$ cat config.mk
export PLATFORM = sky130hd
export DESIGN_NAME = reg_arbiter
export DESIGN_NICKNAME = d
export VERILOG_FILES = /design/src/rtl/reg_arbiter_pkg.sv /design/src/rtl/reg_arbiter_rr_pick.sv /design/src/rtl/reg_arbiter.sv
export SDC_FILE = /design/constraint.sdc
export NUM_CORES = 1
export LEC_CHECK = 0
export ABC_AREA = 1
export CAP_MARGIN = 40
export CORE_UTILIZATION = 34
export DETAILED_ROUTE_END_ITERATION = 8
export PLACE_DENSITY_LB_ADDON = 0.2
export SLEW_MARGIN = 10
export SYNTH_ARGS = -nofsm -noshare
export SYNTH_HDL_FRONTEND = slang
export SYNTH_HIERARCHICAL = 1
export SYNTH_SLANG_ARGS = --single-unit
$ cat constraint.sdc
create_clock -name clock -period 2.2 [get_ports clock]
set_input_delay 0.44 -clock clock [delete_from_list [all_inputs] [get_ports clock]]
set_output_delay 0.44 -clock clock [all_outputs]
set_load 0.01 [all_outputs]
$ cat src/rtl/reg_arbiter_pkg.sv
// Shared widths, state encoding and default lock timeout for the register-file arbiter.
package reg_arb_pkg;

  localparam int ADDR_W           = 6;
  localparam int DATA_W           = 8;
  localparam int LOCK_TIMEOUT_DEF = 255;

  typedef enum logic {
    IDLE   = 1'b0,
    LOCKED = 1'b1
  } arb_state_e;

endpackage

$ cat src/rtl/reg_arbiter_rr_pick.sv
// Round-robin picker: first requesting index at or above ptr, wrapping to 0; one-hot result.
module rr_pick #(
  parameter int N     = 3,
  parameter int PTR_W = 2
) (
  input  logic [N-1:0]     req,
  input  logic [PTR_W-1:0] ptr,
  output logic [N-1:0]     gnt
);

  logic found;

  always_comb begin
    gnt   = '0;
    found = 1'b0;
    for (int k = 0; k < N; k++) begin
      if (!found && req[(int'(ptr) + k) % N]) begin
        gnt[(int'(ptr) + k) % N] = 1'b1;
        found                    = 1'b1;
      end
    end
  end

endmodule

$ cat src/rtl/reg_arbiter.sv
// Multi-requester arbiter in front of a single-port register file, with ownership locking.
// Optional forced lock release on an idle owner is built when REG_ARB_LOCK_TIMEOUT_EN is defined.
//
// state  | meaning
// IDLE   | round-robin arbitration among all requesters
// LOCKED | only owner_q may be granted
module reg_arbiter
  import reg_arb_pkg::*;
#(
  parameter int NUM_REQ      = 3,
  parameter int LOCK_TIMEOUT = LOCK_TIMEOUT_DEF
) (
  input  logic                      clock,
  input  logic                      reset,
  input  logic [NUM_REQ-1:0]        req,
  input  logic [NUM_REQ-1:0]        req_we,
  input  logic [NUM_REQ-1:0]        req_lock,
  input  logic [NUM_REQ*ADDR_W-1:0] req_addr,
  input  logic [NUM_REQ*DATA_W-1:0] req_wdata,
  output logic [NUM_REQ-1:0]        gnt,
  output logic [NUM_REQ-1:0]        rsp_valid,
  output logic [DATA_W-1:0]         rsp_data,
  output logic [ADDR_W-1:0]         rf_address,
  output logic                      rf_write_en,
  output logic [DATA_W-1:0]         rf_wr_data,
  output logic                      rf_read_en,
  input  logic [DATA_W-1:0]         rf_rd_data,
  output logic                      lock_timeout
);

  localparam int PTR_W = (NUM_REQ > 1) ? $clog2(NUM_REQ) : 1;

  if (NUM_REQ < 2 || NUM_REQ > 8) begin : g_bad_num_req
    $error("reg_arbiter: NUM_REQ must be 2..8");
  end
  if (LOCK_TIMEOUT < 1 || LOCK_TIMEOUT > 255) begin : g_bad_lock_timeout
    $error("reg_arbiter: LOCK_TIMEOUT must be 1..255");
  end

  arb_state_e          state_q, state_d;
  logic [PTR_W-1:0]    rr_ptr_q, rr_ptr_d;
  logic [PTR_W-1:0]    owner_q, owner_d;
  logic [NUM_REQ-1:0]  rd_pend_q, rd_pend_d;
  logic [NUM_REQ-1:0]  rsp_valid_q, rsp_valid_d;
  logic [ADDR_W-1:0]   rf_address_q, rf_address_d;
  logic [DATA_W-1:0]   rf_wr_data_q, rf_wr_data_d;
  logic                rf_write_en_q, rf_write_en_d;
  logic                rf_read_en_q, rf_read_en_d;

  logic [NUM_REQ-1:0]  rr_gnt, owner_oh;
  logic [PTR_W-1:0]    sel_idx, sel_inc, owner_inc;
  logic                xfer, sel_we, sel_lock;
  logic [ADDR_W-1:0]   sel_addr;
  logic [DATA_W-1:0]   sel_wdata;
  logic                to_fire;

  rr_pick #(.N(NUM_REQ), .PTR_W(PTR_W)) u_rr_pick (
    .req (req),
    .ptr (rr_ptr_q),
    .gnt (rr_gnt)
  );

  always_comb begin
    owner_oh          = '0;
    owner_oh[owner_q] = 1'b1;
    gnt  = (state_q == LOCKED) ? (req & owner_oh) : rr_gnt;
    xfer = |gnt;

    sel_idx   = '0;
    sel_we    = 1'b0;
    sel_lock  = 1'b0;
    sel_addr  = '0;
    sel_wdata = '0;
    for (int i = 0; i < NUM_REQ; i++) begin
      if (gnt[i]) begin
        sel_idx   = PTR_W'(i);
        sel_we    = req_we[i];
        sel_lock  = req_lock[i];
        sel_addr  = req_addr[i*ADDR_W +: ADDR_W];
        sel_wdata = req_wdata[i*DATA_W +: DATA_W];
      end
    end

    sel_inc   = (sel_idx == PTR_W'(NUM_REQ - 1)) ? '0 : sel_idx + PTR_W'(1);
    owner_inc = (owner_q == PTR_W'(NUM_REQ - 1)) ? '0 : owner_q + PTR_W'(1);
  end

`ifdef REG_ARB_LOCK_TIMEOUT_EN
  // Down-counter reloaded on lock entry and every owner transfer; terminal count at zero.
  localparam logic [7:0] TMR_LOAD = 8'(LOCK_TIMEOUT - 1);

  logic [7:0] tmr_q, tmr_d;

  always_comb begin
    tmr_d   = tmr_q;
    to_fire = 1'b0;
    if (state_q == LOCKED) begin
      if (xfer) begin
        tmr_d = TMR_LOAD;
      end else if (tmr_q == 8'd0) begin
        to_fire = 1'b1;
      end else begin
        tmr_d = tmr_q - 8'd1;
      end
    end else if (xfer && sel_lock) begin
      tmr_d = TMR_LOAD;
    end
  end

  always_ff @(posedge clock or posedge reset) begin
    if (reset) tmr_q <= '0;
    else       tmr_q <= tmr_d;
  end
`else
  assign to_fire = 1'b0;
`endif

  assign lock_timeout = to_fire;

  always_comb begin
    state_d       = state_q;
    owner_d       = owner_q;
    rr_ptr_d      = rr_ptr_q;
    rf_write_en_d = 1'b0;
    rf_read_en_d  = 1'b0;
    rf_address_d  = '0;
    rf_wr_data_d  = '0;
    rd_pend_d     = '0;
    rsp_valid_d   = rd_pend_q;

    if (xfer) begin
      rr_ptr_d      = sel_inc;
      rf_address_d  = sel_addr;
      rf_write_en_d = sel_we;
      rf_read_en_d  = !sel_we;
      rf_wr_data_d  = sel_we ? sel_wdata : '0;
      rd_pend_d     = sel_we ? '0 : gnt;
    end

    case (state_q)
      IDLE: begin
        if (xfer && sel_lock) begin
          state_d = LOCKED;
          owner_d = sel_idx;
        end
      end
      LOCKED: begin
        if (xfer && !sel_lock) begin
          state_d = IDLE;
        end else if (to_fire) begin
          state_d  = IDLE;
          rr_ptr_d = owner_inc;
        end
      end
      default: state_d = IDLE;
    endcase
  end

  // Clearing rd_pend_q/rsp_valid_q here drops any read still in the pipe.
  always_ff @(posedge clock or posedge reset) begin
    if (reset) begin
      state_q       <= IDLE;
      owner_q       <= '0;
      rr_ptr_q      <= '0;
      rd_pend_q     <= '0;
      rsp_valid_q   <= '0;
      rf_address_q  <= '0;
      rf_wr_data_q  <= '0;
      rf_write_en_q <= 1'b0;
      rf_read_en_q  <= 1'b0;
    end else begin
      state_q       <= state_d;
      owner_q       <= owner_d;
      rr_ptr_q      <= rr_ptr_d;
      rd_pend_q     <= rd_pend_d;
      rsp_valid_q   <= rsp_valid_d;
      rf_address_q  <= rf_address_d;
      rf_wr_data_q  <= rf_wr_data_d;
      rf_write_en_q <= rf_write_en_d;
      rf_read_en_q  <= rf_read_en_d;
    end
  end

  assign rf_address  = rf_address_q;
  assign rf_wr_data  = rf_wr_data_q;
  assign rf_write_en = rf_write_en_q;
  assign rf_read_en  = rf_read_en_q;
  assign rsp_valid   = rsp_valid_q;
  assign rsp_data    = (|rsp_valid_q) ? rf_rd_data : '0;

endmodule

==> Flow_metrics.wiki <==
{| class="wikitable"
! Metric !! Value
|-
| Status || finished with violations
|-
| Failing checks || setup timing
|-
| Proportion of total power due to net switching || 46.5%
|-
| Half-perimeter wire length of the detailed placement result || about 3.3 mm
|-
| Netlist area before placement || 1590 um^2
|-
| Switch Pwr || 2.30 mW
|-
| Fraction of synthesized cell area taken by the top area cell type || between 40% and 50%
|-
| Synthesized area per cell || 7.40 um^2
|-
| Share of total power in combinational logic || 78.5%
|-
| Minimum clock period || 2380 ps
|-
| Primary flip-flop cell chosen by synthesis mapping || dfrtp_1
|-
| Hold path startpoint || rd_pend_q[2]
|-
| Worst clock skew on the final layout || 7.75 ps
|-
| Number of instances on the worst hold path || 0
|-
| Type of the worst setup path || flip-flop to output port
|-
| Peak per-stage delay on the critical path || 430 ps
|-
| 1st-pass router iterations || 4
|-
| Clock network power share || just under 6%
|-
| Worst path arrival time || 1940 ps
|-
| Most common cell after layout, fill and taps aside || clkdlybuf4s50_1
|-
| Crit path cell chain || buf_6 -> ha_4 -> nand2_2 -> nand2_2 -> a21oi_4 -> buf_6 -> nand4_1 -> nand3_1 -> inv_1 -> o21ai_2 -> buf_2
|-
| Capturing element type of the critical path || output port
|-
| Cell with the largest stage delay on the worst path || dfrtp_2
|-
| Worst flop-to-flop path endpoint || rf_wr_data[2]
|-
| Setup repair after global routing missed its margin || true
|-
| Total I/O pin count || 92
|-
| Critical path startpoint category || flip-flop
|-
| Port Buf Inserts || 90
|-
| Maximum resistive drop on vdd || 1280 uV
|-
| Global-route wire length before repair || 7.45 mm
|-
| Post-route worst setup slack || -179 ps
|-
| Part of the Yosys area used for sequential elements || 42.5%
|-
| Number of standard cells after synthesis || 215
|-
| Number of H-tree levels || 1
|-
| Post-place setup slack || -534 ps
|-
| Number of fill cells || roughly 350
|-
| Area after detailed placement || 2720 um^2
|-
| Share of the clock period used by the worst path after layout || 108%
|-
| Required time at the endpoint of the critical path || 1760 ps
|-
| CTS tree || done
|-
| Clk_lat worst skew || 270 ps
|-
| Sum of negative setup slack || -1790 ps
|-
| Yosys warning total || 6
|-
| Number of global-route vias before repair || 1,722
|-
| Die boundary height || 70.4 um
|-
| Setup violators final || 20
|-
| Share of layout cells above drive strength 1 || 32.6%
|-
| Placeable core region || 4410 um^2
|-
| Largest cells by area after synthesis || dfrtp_1 42%, nand2_1 16%, inv_1 5.9%, nand3_1 5.7%, nor2_1 5.0%
|-
| Number of hold-repair buffers added at the cts stage || 0
|-
| Total number of clock tree sinks || 27
|-
| Number of flops mapped to enable cells by yosys || 0
|-
| Remaining number of nets flagged by the antenna check after routing || 0
|-
| Classification of the worst-slack hold path || flip-flop to flip-flop
|-
| Net count of the mapped netlist || 280
|-
| Diodes inserted || 0
|-
| Starting density of the core || 36.0%
|-
| Worst r2r src || rr_ptr_q[0]
|-
| Post-route design area || 3060 um^2
|-
| Via/cell ratio || 4.59
|-
| Iteration-0 DRC count of the detailed router || 56
|-
| Top achievable clock speed || 420 MHz
|-
| Routability-driven placement congestion ratio || 0.823
|-
| Register clock-pin slew on the reported worst setup and hold paths || roughly 100 ps
|-
| Max Buffers Root-to-Sink || 2
|-
| Initial antenna violation count || 0
|-
| Overflow left after global routing || 0
|-
| Maximum number of pins on one net before global-route repair || 28
|-
| Number of hold-slack violations in the final timing report || 0
|-
| #FFs+latches synth || 27
|-
| Width of the die || 70.4 um
|-
| Layout overhead on the synthesized area || 92.4%
|-
| Commonest cells after routing, fill and taps aside || 87 x clkdlybuf4s50_1, 56 x nand2_1, 25 x dfrtp_1, 21 x buf_4, 18 x inv_1
|-
| Net total in the final layout || 400
|-
| Total leakage power || around 1.5 nW
|-
| Num CTS Buffers || 3
|-
| Area of the die || around 5000 um^2
|-
| R2R cell count || 18
|-
| Biggest fanout along the worst timing path || 5
|-
| Number of placement rows || 24
|-
| Hold EP || rsp_valid[2]
|-
| DR vias || approximately 1,800
|-
| All-layer global routing usage || 18.5%
|-
| Share of synthesized registers carrying an async set or reset || 100%
|-
| Most area-hungry cell type in the Yosys netlist || dfrtp_1
|-
| Int Pwr || between 2 and 3 mW
|-
| PD cells || 1620 nW/um^2
|-
| Yosys cell types || 26
|-
| Clock root cell || clkbuf_8
|-
| Total Wirelength || around 4.7 mm
|-
| Sequential power share || 15.7%
|-
| DRC viols || 0
|-
| Count of max-cap constraint violations || 0
|-
| End-of-flow core utilization || 69.3%
|-
| Wirelength per Cell || 12.0 um
|-
| Number of slew-limit violations in the final report || 0
|-
| Worst reg-to-reg setup slack || -120 ps
|}
## per-stage QoR
step	total power [mW]	hold slack, ps	instances
3_5_place_dp	3.72	340	373
4_1_cts	4.40	361	384
2_1_floorplan	2.59	331	215
5_1_grt	5.32	363	386
3_3_place_gp	3.69	334	373
6_report	4.94	358	386
## sequential cells by signal (all words and copies together), names as in the netlist, named ones only
register	flops
owner_q	2
rf_address	6
rsp_valid	3
rf_write_en	1
rf_read_en	1
rf_wr_data	8
rd_pend_q	3
rr_ptr_q	2
## synth_stat cells (2+ instances only)
cell       n
buf_6      2
inv_1     25
nor2_1    21
nand3_1   18
nand3b_1   2
a21oi_1    9
nor2_2     3
nor2_4     3
buf_4      2
inv_2      6
ha_1       4
nand2_1   69
dfrtp_1   27
nand2_2    8
nand4_1    4
o21ai_2    2
## logic make-up after synthesis
family / after synthesis / synth area share (%)
flops: 27 / 42.5
simple gates: 131 / 37.2
compound gates: 15 / 6.53
other cells: 1 / 0.236
buf+inv: 37 / 10.4
fa+ha+maj: 4 / 3.15
## routing by layer
layer / vias to the layer above / part of all wire [%] / global-route usage, %
met5: - / 0 / 0
met4: 0 / 1.8 / 5.33
met3: 8 / 6.4 / 3.90
met2: 71 / 52 / 33.1
met1: 796 / 40 / 22.1
li1: 897 / - / -
## power groups by stage
stage,clock network [mW],logic [mW],registers (mW)
after floorplan,0,1.76,0.831
after global placement,0,2.91,0.788
after detailed placement,0,2.93,0.791
after CTS,0.289,3.34,0.776
after global routing,0.310,4.21,0.798
final,0.285,3.88,0.777
## worst max path at each step
stage,startpoint,cells past startpoint,to
5_1_grt,rr_ptr_q[1],12,gnt[0]
6_report,rr_ptr_q[0],11,gnt[0]
3_5_place_dp,req[0],9,gnt[2]
4_1_cts,rr_ptr_q[1],11,gnt[2]
3_3_place_gp,req[0],9,gnt[2]
2_1_floorplan,rr_ptr_q[0],13,gnt[2]
## critical path, delay by kind of cell, from the launching register on
| family | cells | cell delay (ps) |
|---|---|---|
| buf+inv | 4 | 460 |
| fa+ha+maj | 1 | 180 |
| simple gates | 4 | 270 |
| flops | 1 | 430 |
| compound gates | 2 | 320 |
## what timing repair did
action	CTS	global route
cloned	1	0
resized for setup	40	40
setup endpoints to repair	26	27
setup buffers	6	2
pin swaps	20	10
## final cells by class
cell class                 count  area [um^2]  share of cell area, %
sequential                    27          678                   22.2
clock buffer                   4         45.0                   1.47
timing repair buffer         120         1170                   38.2
tap                           52         65.1                   2.13
inverter                      32          138                   4.50
multi-input combinational    151          965                   31.5
Note: power is estimated with default switching activity, not from simulation.
